### src/rtl/serial_subtract_controller.sv
// serial_subtract_controller: wide unsigned subtraction done one nibble per
// cycle on a single 4-bit subtractor, LSB nibble first, with the borrow
// carried between nibbles in a register and a start/ready/done handshake.

// 4-bit subtract with borrow: {borrowOut, xy} = x - y - borrowIn (mod 32).
module FourBitSubtractor (
    input  logic [3:0] x,
    input  logic [3:0] y,
    input  logic       borrowIn,
    output logic [3:0] xy,
    output logic       borrowOut
);
    logic [4:0] w_diff;

    // A 5-bit difference exposes the borrow as its top bit.
    assign w_diff    = {1'b0, x} - {1'b0, y} - {4'b0000, borrowIn};
    assign xy        = w_diff[3:0];
    assign borrowOut = w_diff[4];
endmodule

module serial_subtract_controller #(
    parameter int WIDTH = 16
) (
    input  logic             clk,
    input  logic             reset,
    input  logic             start,
    input  logic [WIDTH-1:0] a,
    input  logic [WIDTH-1:0] b,
    input  logic             borrowIn,
    output logic             ready,
    output logic             busy,
    output logic             done,
    output logic [WIDTH-1:0] result,
    output logic             borrowOut
);
    localparam int N  = WIDTH / 4;
    localparam int CW = (N > 1) ? $clog2(N) : 1;
    localparam logic [CW-1:0] LAST_NIB = CW'(N - 1);

    typedef enum logic [1:0] {S_IDLE, S_RUN, S_DONE} state_t;

    state_t           r_state;
    state_t           w_state_next;
    logic [WIDTH-1:0] r_a_sh;
    logic [WIDTH-1:0] r_b_sh;
    logic [WIDTH-1:0] r_acc;
    logic [WIDTH-1:0] r_result;
    logic             r_borrow;
    logic             r_borrow_out;
    logic [CW-1:0]    r_cnt;

    logic [3:0]       w_xy;
    logic             w_nib_borrow;
    logic [WIDTH-1:0] w_acc_next;
    logic             w_accept;
    logic             w_last;

    // Shared nibble datapath.
    FourBitSubtractor u_sub (
        .x         (r_a_sh[3:0]),
        .y         (r_b_sh[3:0]),
        .borrowIn  (r_borrow),
        .xy        (w_xy),
        .borrowOut (w_nib_borrow)
    );

    // Accumulator with the current nibble slot replaced by the fresh difference;
    // also used directly as the final result so the last nibble needs no extra cycle.
    for (genvar gi = 0; gi < N; gi++) begin : g_nib
        assign w_acc_next[gi*4 +: 4] = (r_cnt == CW'(gi)) ? w_xy : r_acc[gi*4 +: 4];
    end

    assign w_last    = (r_cnt == LAST_NIB);
    assign result    = r_result;
    assign borrowOut = r_borrow_out;

    // Next-state and handshake decode; ready/busy/done depend on state only.
    always_comb begin
        w_state_next = r_state;
        ready        = 1'b0;
        busy         = 1'b0;
        done         = 1'b0;
        w_accept     = 1'b0;
        case (r_state)
            S_IDLE: begin
                ready    = 1'b1;
                w_accept = start;
                if (start) w_state_next = S_RUN;
            end
            S_RUN: begin
                busy = 1'b1;
                if (w_last) w_state_next = S_DONE;
            end
            S_DONE: begin
                ready        = 1'b1;
                done         = 1'b1;
                w_accept     = start;
                w_state_next = start ? S_RUN : S_IDLE;
            end
            default: w_state_next = S_IDLE;
        endcase
    end

    // State register.
    always_ff @(posedge clk or posedge reset) begin
        if (reset) r_state <= S_IDLE;
        else       r_state <= w_state_next;
    end

    // Operand load, per-nibble shift/accumulate, and result capture on the last nibble.
    always_ff @(posedge clk or posedge reset) begin
        if (reset) begin
            r_a_sh       <= '0;
            r_b_sh       <= '0;
            r_acc        <= '0;
            r_borrow     <= 1'b0;
            r_cnt        <= '0;
            r_result     <= '0;
            r_borrow_out <= 1'b0;
        end else if (w_accept) begin
            r_a_sh   <= a;
            r_b_sh   <= b;
            r_borrow <= borrowIn;
            r_cnt    <= '0;
        end else if (r_state == S_RUN) begin
            r_acc    <= w_acc_next;
            r_borrow <= w_nib_borrow;
            r_a_sh   <= r_a_sh >> 4;
            r_b_sh   <= r_b_sh >> 4;
            if (w_last) begin
                r_result     <= w_acc_next;
                r_borrow_out <= w_nib_borrow;
            end else begin
                r_cnt <= r_cnt + 1'b1;
            end
        end
    end
endmodule
### config.mk
export PLATFORM = sky130hd
export DESIGN_NAME = serial_subtract_controller
export DESIGN_NICKNAME = d
export VERILOG_FILES = /design/src/rtl/serial_subtract_controller.sv
export SDC_FILE = /design/constraint.sdc
export NUM_CORES = 1
export LEC_CHECK = 0
export BUFFER_PORTS_ARGS = -buffer_cell sky130_fd_sc_hd__buf_4
export CORE_ASPECT_RATIO = 1.75
export CORE_MARGIN = 2
export CORE_UTILIZATION = 50
export DETAILED_ROUTE_END_ITERATION = 6
export HOLD_SLACK_MARGIN = 0.03
export PLACE_DENSITY_LB_ADDON = 0.1
export SLEW_MARGIN = 40
export SYNTH_ARGS = -nofsm -noshare
export SYNTH_HDL_FRONTEND = slang
export SYNTH_SLANG_ARGS = --single-unit
### constraint.sdc
create_clock -name clk -period 2.6 [get_ports clk]
set_input_delay 0 -clock clk [delete_from_list [all_inputs] [get_ports clk]]
set_output_delay 0 -clock clk [all_outputs]
set_load 0.02 [all_outputs]
==> flow_summary.yaml, run 1 <==
status:
  outcome: "completed"
global_route:
  overflow: 0
  grt_pass1_vias: 2456
  grt_max_degree: 52
  antenna_found_initial: 0
  grt_first_pass_wirelength_um: 11430
  grt_use_total_pct: 22.26
setup_path:
  crit_start: "r_a_sh[0]"
  r2r-start: "r_a_sh[0]"
  path_class: "flip-flop to flip-flop"
  rrSetupSlack_ns: 0.43
  crit_arrival_ns: 2.37
  slowest_stage: "fa_1"
  startpoint_type: "flip-flop"
  end_kind: "flip-flop"
  worst_path_most_repeated_cell: "o21ai_0"
  crit_required_ns: 2.80
  critical-path-max-stage-delay_ns: 0.57
  path_max_fanout: 7
  cp_cell_sequence: "fa_1, inv_1, ha_1, o21ai_0, nand3b_1, xnor2_1, o21ai_0"
routing:
  via_count: 2433
  drtIter0Drc: 158
  drtPass1Iterations: 5
  wl_per_cell_um: 13.60
  wl_um: 6584
  vias_per_cell: 5.027
  drcViolationCount: 0
  drtAntennaViolNets: 0
placement:
  place.gp.congestion: 0.8587
  pre_cts_slack_ns: 0.4266
  hpwlAfterDp_um: 4426
  port_buffers: 55
yosys:
  synth.area.top_cells: "dfrtp_1, nand2_1, o21ai_0"
  ys_warn_count: 0
  synth_top_cell_by_area: "dfrtp_1"
  synth_top_area_share_pct: 55.39
  synth_cell_types: 28
  ys.flop_type: "dfrtp_1"
  post-synth-top-count-cell: "nand2_1"
  postSynthAreaPerCell_um2: 9.556
  yosysSeqAreaShare_pct: 55.39
  synthCells: 312
  synth_seq_cells: 66
  synthTopCellsByCount: "nand2_1, dfrtp_1, o21ai_0"
  syn_nets: 360
  ys_async_sr_fraction_pct: 100.0
  synthesis.area_um2: 2982
  synth_edf_count: 0
hold_path:
  min_path_type: "input port to flip-flop"
  min-delay-start: "start"
clock_network:
  htree_levels: 3
  cts_root_buffer: "clkbuf_8"
  ctsHoldBuffers: 34
  tritoncts: "done"
  cts_buffers: 9
  cts_resized: 0
  post_cts_buffers: 0
  clkSlewWorstSetupHoldPaths_ns: 0.07
  clkSinkCount: 66
  clock_path_buffers: 2
  clock_latency_ns: 0.35
finish:
  fill_cells: 501
  diodes: 0
  drive_gt1_share_pct: 21.43
  fin_nets: 450
  syn2layout_area_growth_pct: 33.49
timing:
  hold_viol: 0
  setup_viol: 0
  fin_worst_skew_ns: 0.008743
  relSlewSlack_pct: 46.93
  fin_crit_sh_pct: 83.46
  tightest_slew_ns: 0.7942
  hold_slack_ns: 0.2316
  fmax_mhz: 460.9
  period_needed_ns: 2.170
  rsz0062_at_grt: "false"
  finalWorstSetupSlack_ns: 0.4301
  drv_slew: 0
  setup-tns-final_ns: 0
pwr:
  clockPowerShare_pct: 15.0
  p_sw_share_pct: 42.29
  power_mw: 5.037
  p_seq_share_pct: 34.5
  power-per-cell-area_nw_per_um2: 1266
  comb_power_share_pct: 50.5
  p_switching_mw: 2.130
  p_int_mw: 2.907
  p_leak_nw: 1.916
  max-vdd-ir-drop_mv: 0.7128
floorplan:
  die_height_um: 106.2
  io-pin-count: 56
  die_w_um: 62.38
  dieArea_um2: 6621
  initial_core_util_pct: 51.12
  coreArea_um2: 5833
  placementRows: 37
flow_run:
  maxCapViolCount: 0
## cell families (layout without fill, tap and decap cells)
logic type | Yosys count | after routing | share of synthesized area (%)
DFF | 66 | 66 | 55.39
buffers and inverters | 32 | 126 | 4.700
muxes | 6 | 6 | 2.140
adders and majority gates | 12 | 12 | 5.539
and+or+nand+nor | 116 | 116 | 15.99
xor gates and xnor gates | 5 | 5 | 1.469
AOI/OAI and AO/OA | 75 | 75 | 14.77
## placed cells by master, fill, tap and decap left out, drive strengths merged
cell type,instances
xnor2,5
fa,2
nor3b,3
o21ai,34
clkinv,3
buf,63
a211oi,1
nand2,87
nand3b,2
nand2b,2
a21oi,14
inv,14
a221o,2
nor3,2
ha,10
a31oi,10
a22o,4
clkbuf,12
nor2,18
mux2i,3
dlygate4sd3,34
nor2b,2
a22oi,10
mux2,3
dfrtp,66
## per-layer routing
metal	part of all wire, %	vias to the layer above	global-route usage, %
met5	0	-	0
li1	-	1216	-
met4	2.2	0	10.32
met3	3.3	12	3.810
met2	55	59	39.60
met1	40	1146	26.03
## power groups by stage
stage	logic [mW]	clock network [mW]	registers, mW
3_5_place_dp	2.53	0	1.76
4_1_cts	2.58	0.766	1.74
5_1_grt	2.92	0.814	1.79
6_report	2.55	0.755	1.74
3_3_place_gp	2.48	0	1.74
2_1_floorplan	1.65	0	1.83
## registers in the layout, summed over array words and instances (netlist names)
name and cells:
borrowOut 1, r_borrow 1, r_a_sh 16, result 16, r_cnt 2, r_acc 12
r_state 2, r_b_sh 16
## cell type report
type	count	area, um2	share of cell area (%)
Sequential cell	66	1652	41.50
Multi-Input combinational cell	214	1192	29.96
Timing Repair Buffer	97	813.3	20.43
Clock buffer	12	155.1	3.898
Tap cell	78	97.59	2.452
Inverter	14	55.05	1.383
Clock inverter	3	15.01	0.3772
## critical path, delay by kind of cell (launching register included)
family          cells  cell delay (ns)
simple gates        1             0.11
buf+inv             1             0.05
fa+ha+maj           2             0.73
flops               1             0.40
compound gates      2             0.34
xor+xnor            1             0.41
## final timing paths
check	end	depth (start not counted)
max in group asynchronous	r_a_sh[8]	4
setup reg to reg	r_acc[11]	7
hold / removal	r_b_sh[14]	4
min in group asynchronous	result[9]	3
setup / recovery	r_acc[11]	7
hold reg to reg	r_acc[7]	2
## per-stage QoR
step,area [um2],util (%),cells
after floorplan,2982,-,312
after global routing,3980,68.23,484
after CTS,3980,68.23,484
after global placement,3467,59.44,435
after detailed placement,3470,59.48,435
final,3980,68.23,484
(Power assumes the default switching activity.)
==> run 2: changes to the inputs <==
==> constraint.sdc (replaced) <==
create_clock -name clk -period 2 [get_ports clk]
set_input_delay 0 -clock clk [delete_from_list [all_inputs] [get_ports clk]]
set_output_delay 0 -clock clk [all_outputs]
set_load 0.02 [all_outputs]
==> run 2 against run 1 <==
Effect of this change:
- register-to-register slack got worse by 0.32 ns
- power rose by 37%
- sequential cell count did not move
- critical path type unchanged
- largest power group unchanged
==> flow_summary.yaml, run 2 (synthesis results as in run 1) <==
finish:
  final_cells: 483
  drive_gt1_share_pct: 23.21
  diodes: 0
  syn2layout_area_growth_pct: 35.17
  utilization_pct: 69.09
  final_area_um2: 4030
  fin_nets: 450
  final_common_cell: "nand2_1"
  mostFrequentLayoutCells: "nand2_1, dfrtp_1, buf_4"
timing:
  rsz0062_at_grt: "true"
  fin_crit_sh_pct: 94.70
  fmax_mhz: 528.0
  setup-tns-final_ns: 0
  hold_slack_ns: 0.2038
  finalWorstSetupSlack_ns: 0.1061
  hold_viol: 0
  setup_viol: 0
  tightest_slew_ns: 0.7505
  relSlewSlack_pct: 49.84
  fin_worst_skew_ns: 0.005982
  drv_slew: 0
  period_needed_ns: 1.894
hold_path:
  min_path_type: "input port to flip-flop"
floorplan:
  initial_core_util_pct: 51.12
  coreArea_um2: 5833
  dieArea_um2: 6621
  placementRows: 37
  die_w_um: 62.38
  io-pin-count: 56
  die_height_um: 106.2
setup_path:
  cpLargestDelayFamily: "adder cells"
  path_class: "flip-flop to flip-flop"
  critical-path-max-stage-delay_ns: 0.45
  slowest_stage: "fa_2"
  crit_required_ns: 2.24
  crit_arrival_ns: 2.13
  end_kind: "flip-flop"
  startpoint_type: "flip-flop"
  critical_path_buf_inv_count: 2
  worst_path_most_repeated_cell: "o21ai_0"
  cp_cell_sequence: "inv_1, fa_2, ha_1, xnor2_1, buf_4, nand2_1, o21ai_0, o21ai_0"
  path_max_fanout: 7
clock_network:
  clkSlewWorstSetupHoldPaths_ns: 0.06
  clock_latency_ns: 0.36
  htree_levels: 3
  clock_path_buffers: 2
  tritoncts: "done"
  cts_buffers: 9
  clkSinkCount: 66
  cts_root_buffer: "clkbuf_8"
  post_cts_buffers: 0
global_route:
  grt_pass1_vias: 2443
  overflow: 0
  antenna_found_initial: 0
  grt_use_total_pct: 22.43
  grt_max_degree: 39
  grt_first_pass_wirelength_um: 11350
flow_run:
  maxCapViolCount: 0
placement:
  place.gp.congestion: 0.7989
  port_buffers: 55
  placed_area_um2: 3507
  hpwlAfterDp_um: 4414
  pre_cts_slack_ns: -0.02397
  dpl.cell_count: 435
routing:
  drtPass1Iterations: 4
  drcViolationCount: 0
  drtIter0Drc: 133
  wl_per_cell_um: 13.77
  vias_per_cell: 5.128
  dr.max_layer_used: "met4"
  wl_met1_um: 2625
  drtAntennaViolNets: 0
  via_count: 2477
  wl_um: 6652
  routed-wl-met3_um: 223
  dr_wl_met2_um: 3605
status:
  outcome: "completed"
pwr:
  power_mw: 6.889
  power-per-cell-area_nw_per_um2: 1709
  max-vdd-ir-drop_mv: 0.8862
  p_leak_nw: 1.920
run 2: cell count changes in the layout (fill, tap and decap cells not counted), sizes merged:
cell	previous run	this run
clkbuf	12	14
clkinv	3	0
run 2: layout make-up:
cell class                 count  area (um2)
sequential                    66        1652
fill                         495        1803
inverter                      14       52.55
timing repair buffer          97       850.8
multi-input combinational    214        1225
tap                           78       97.59
clock buffer                  14       152.6
run 2: what timing repair did:
action | in CTS | in global routing
pin swaps | 0 | 9
hold endpoints to repair | 65 | 0
resized for setup | 3 | 15
hold buffers | 34 | 0
setup endpoints to repair | 3 | 12
run 2: layer usage:
| metal | global-route usage (%) | vias to the layer above |
|---|---|---|
| met1 | 25.57 | 1193 |
| met3 | 5.079 | 14 |
| met2 | 38.98 | 51 |
| met5 | 0 | - |
| li1 | - | 1219 |
| met4 | 11.90 | 0 |
run 2: power breakdown:
part	switching, mW	internal, mW	total [mW]
clock	0.470	0.472	0.942
combinational	2.12	1.56	3.68
sequential	0.330	1.93	2.26
run 2: path summary, 6_finish.rpt:
| path | startpoint | to | slack [ns] | cells after the start |
|---|---|---|---|---|
| setup / recovery | r_borrow | result[8] | 0.11 | 8 |
| hold / removal | start | r_b_sh[2] | 0.20 | 5 |
| setup reg to reg | r_borrow | result[8] | 0.11 | 8 |
| hold reg to reg | r_acc[6] | r_acc[6] | 0.48 | 2 |
| max in group asynchronous | reset | r_b_sh[7] | 1.05 | 4 |
| min in group asynchronous | reset | r_acc[8] | 0.33 | 3 |
run 2: tightest hold or removal path, cell delays in order:
cell     delay (ns)
buf_4          0.09
nor2b_2        0.15
nor2_2         0.14
nand2_1        0.10
nand2_1        0.04
==> run 3: changes to the inputs <==
--- a/config.mk
+++ b/config.mk
@@ -7,11 +7,12 @@
 export LEC_CHECK = 0
 export BUFFER_PORTS_ARGS = -buffer_cell sky130_fd_sc_hd__buf_4
 export CORE_ASPECT_RATIO = 1.75
-export CORE_MARGIN = 2
 export CORE_UTILIZATION = 50
 export DETAILED_ROUTE_END_ITERATION = 6
+export GPL_ROUTABILITY_DRIVEN = 0
 export HOLD_SLACK_MARGIN = 0.03
 export PLACE_DENSITY_LB_ADDON = 0.1
+export SKIP_CTS_REPAIR_TIMING = 1
 export SLEW_MARGIN = 40
 export SYNTH_ARGS = -nofsm -noshare
 export SYNTH_HDL_FRONTEND = slang
==> run 3 against run 2 <==
Effect of this change:
- non-clock buffer count increased by 5
- combinational power increased by 3%
- via count increased by 0.97%
- sequential cell count unchanged
- clock power decreased by 1%
- routed wire length increased by 0.39%
- hold slack got worse by 0.011 ns
- power increased by 1.4%
- first-iteration DRC count decreased by 13%
- sequential share of layout area about the same
- clock-buffer cell count unchanged
- critical path type unchanged
- largest power group unchanged
==> flow_summary.yaml, run 3 (synthesis results as in run 1) <==
status:
  outcome: "completed"
placement:
  dpl.cell_count: 435
  hpwlAfterDp_um: 4394
  pre_cts_slack_ns: -0.02325
  placed_area_um2: 3482
  port_buffers: 55
clock_network:
  tritoncts: "done"
  clock_path_buffers: 2
  clock_latency_ns: 0.35
  clkSlewWorstSetupHoldPaths_ns: 0.07
  cts_buffers: 9
  cts_root_buffer: "clkbuf_8"
  htree_levels: 3
  clkSinkCount: 66
setup_path:
  crit_arrival_ns: 2.16
  cpLargestDelayFamily: "adder cells"
  critical_path_buf_inv_count: 2
  slowest_stage: "fa_2"
  critical-path-max-stage-delay_ns: 0.57
  path_class: "flip-flop to flip-flop"
  startpoint_type: "flip-flop"
  cp_cell_sequence: "fa_2, inv_2, ha_2, o21ai_1, nand3b_1, xnor2_1, buf_4, o21ai_2"
  end_kind: "flip-flop"
  path_max_fanout: 7
  crit_required_ns: 2.23
timing:
  fmax_mhz: 517.8
  drv_slew: 0
  setup_viol: 0
  period_needed_ns: 1.931
  rsz0062_at_grt: "true"
  tightest_slew_ns: 0.7454
  fin_worst_skew_ns: 0.007685
  relSlewSlack_pct: 50.19
  fin_crit_sh_pct: 96.56
  hold_viol: 0
  finalWorstSetupSlack_ns: 0.06882
global_route:
  grt_first_pass_wirelength_um: 10340
  grt_max_degree: 31
  antenna_found_initial: 0
  grt_pass1_vias: 2268
  overflow: 0
  grt_use_total_pct: 22.61
routing:
  drtPass1Iterations: 4
  drtAntennaViolNets: 0
  vias_per_cell: 5.146
  drtIter0Drc: 116
  wl_um: 6678
  wl_per_cell_um: 13.74
  drcViolationCount: 0
  via_count: 2501
finish:
  multi_input_area_um2: 1229
  seqCellArea_um2: 1652
  diodes: 0
  final_common_cell: "nand2_1"
  fill_cells: 464
  drive_gt1_share_pct: 24.88
  final_cells: 486
  mostFrequentLayoutCells: "nand2_1, buf_4, dfrtp_1"
  fin_nets: 455
  syn2layout_area_growth_pct: 35.21
  final_area_um2: 4031
hold_path:
  min_path_type: "input port to async pin"
flow_run:
  maxCapViolCount: 0
floorplan:
  die_w_um: 60.38
  io-pin-count: 56
  placementRows: 36
  die_height_um: 104.2
  coreArea_um2: 5675
  initial_core_util_pct: 52.54
  dieArea_um2: 6288
pwr:
  p_seq_share_pct: 32.4
  p_leak_nw: 1.929
  max-vdd-ir-drop_mv: 0.9188
  power-per-cell-area_nw_per_um2: 1733
  p_int_mw: 4.053
  clockPowerShare_pct: 13.4
  power_mw: 6.986
  p_sw_share_pct: 41.98
  p_switching_mw: 2.933
  comb_power_share_pct: 54.3
[run 3: power by group through the flow]
stage	Sequential (mW)	Combinational [mW]	Clock [mW]
final	2.26	3.79	0.933
after global routing	2.32	4.26	1.01
after CTS	2.26	3.46	0.953
after detailed placement	2.28	3.45	0
after global placement	2.26	3.36	0
after floorplan	2.38	2.14	0
[run 3: path summary, 6_finish.rpt]
check,slack [ns],to,cells past startpoint,start
worst max-delay path,0.07,result[15],8,r_a_sh[0]
worst min-delay path,0.19,r_a_sh[5],3,reset
worst max register to register,0.07,result[15],8,r_a_sh[0]
worst min register to register,0.47,r_acc[10],2,r_acc[10]
max in group asynchronous,1.13,result[1],4,reset
min in group clk,0.23,r_b_sh[3],5,start
[run 3: worst min-delay path, delay by kind of cell]
kind / cells / cell delay, ns
buffers and inverters: 3 / 0.94
[run 3: area by class of cell]
class / count / area share (%)
Timing Repair Buffer: 102 / 21.10
Tap cell: 76 / 2.359
Inverter: 14 / 1.304
Sequential cell: 66 / 40.97
Clock buffer: 14 / 3.786
Multi-Input combinational cell: 214 / 30.48
[run 3: per-layer routing]
layer / up-vias / global-route usage [%] / part of all wire [%]
li1: 1225 / - / -
met1: 1207 / 26.08 / 40
met3: 9 / 6.841 / 3.3
met4: 0 / 11.63 / 2.0
met5: - / 0 / 0
met2: 60 / 36.34 / 55
[run 3: metrics by stage]
stage	util (%)	TNS, ns	hold WS, ns
4_1_cts	64.04	-0.05970	-0.3769
3_5_place_dp	61.35	-0.03521	0.005006
3_3_place_gp	61.31	0	-0.003644
6_report	71.03	0	0.1933
5_1_grt	71.03	-0.07862	0.2129
2_1_floorplan	-	0	0.1168
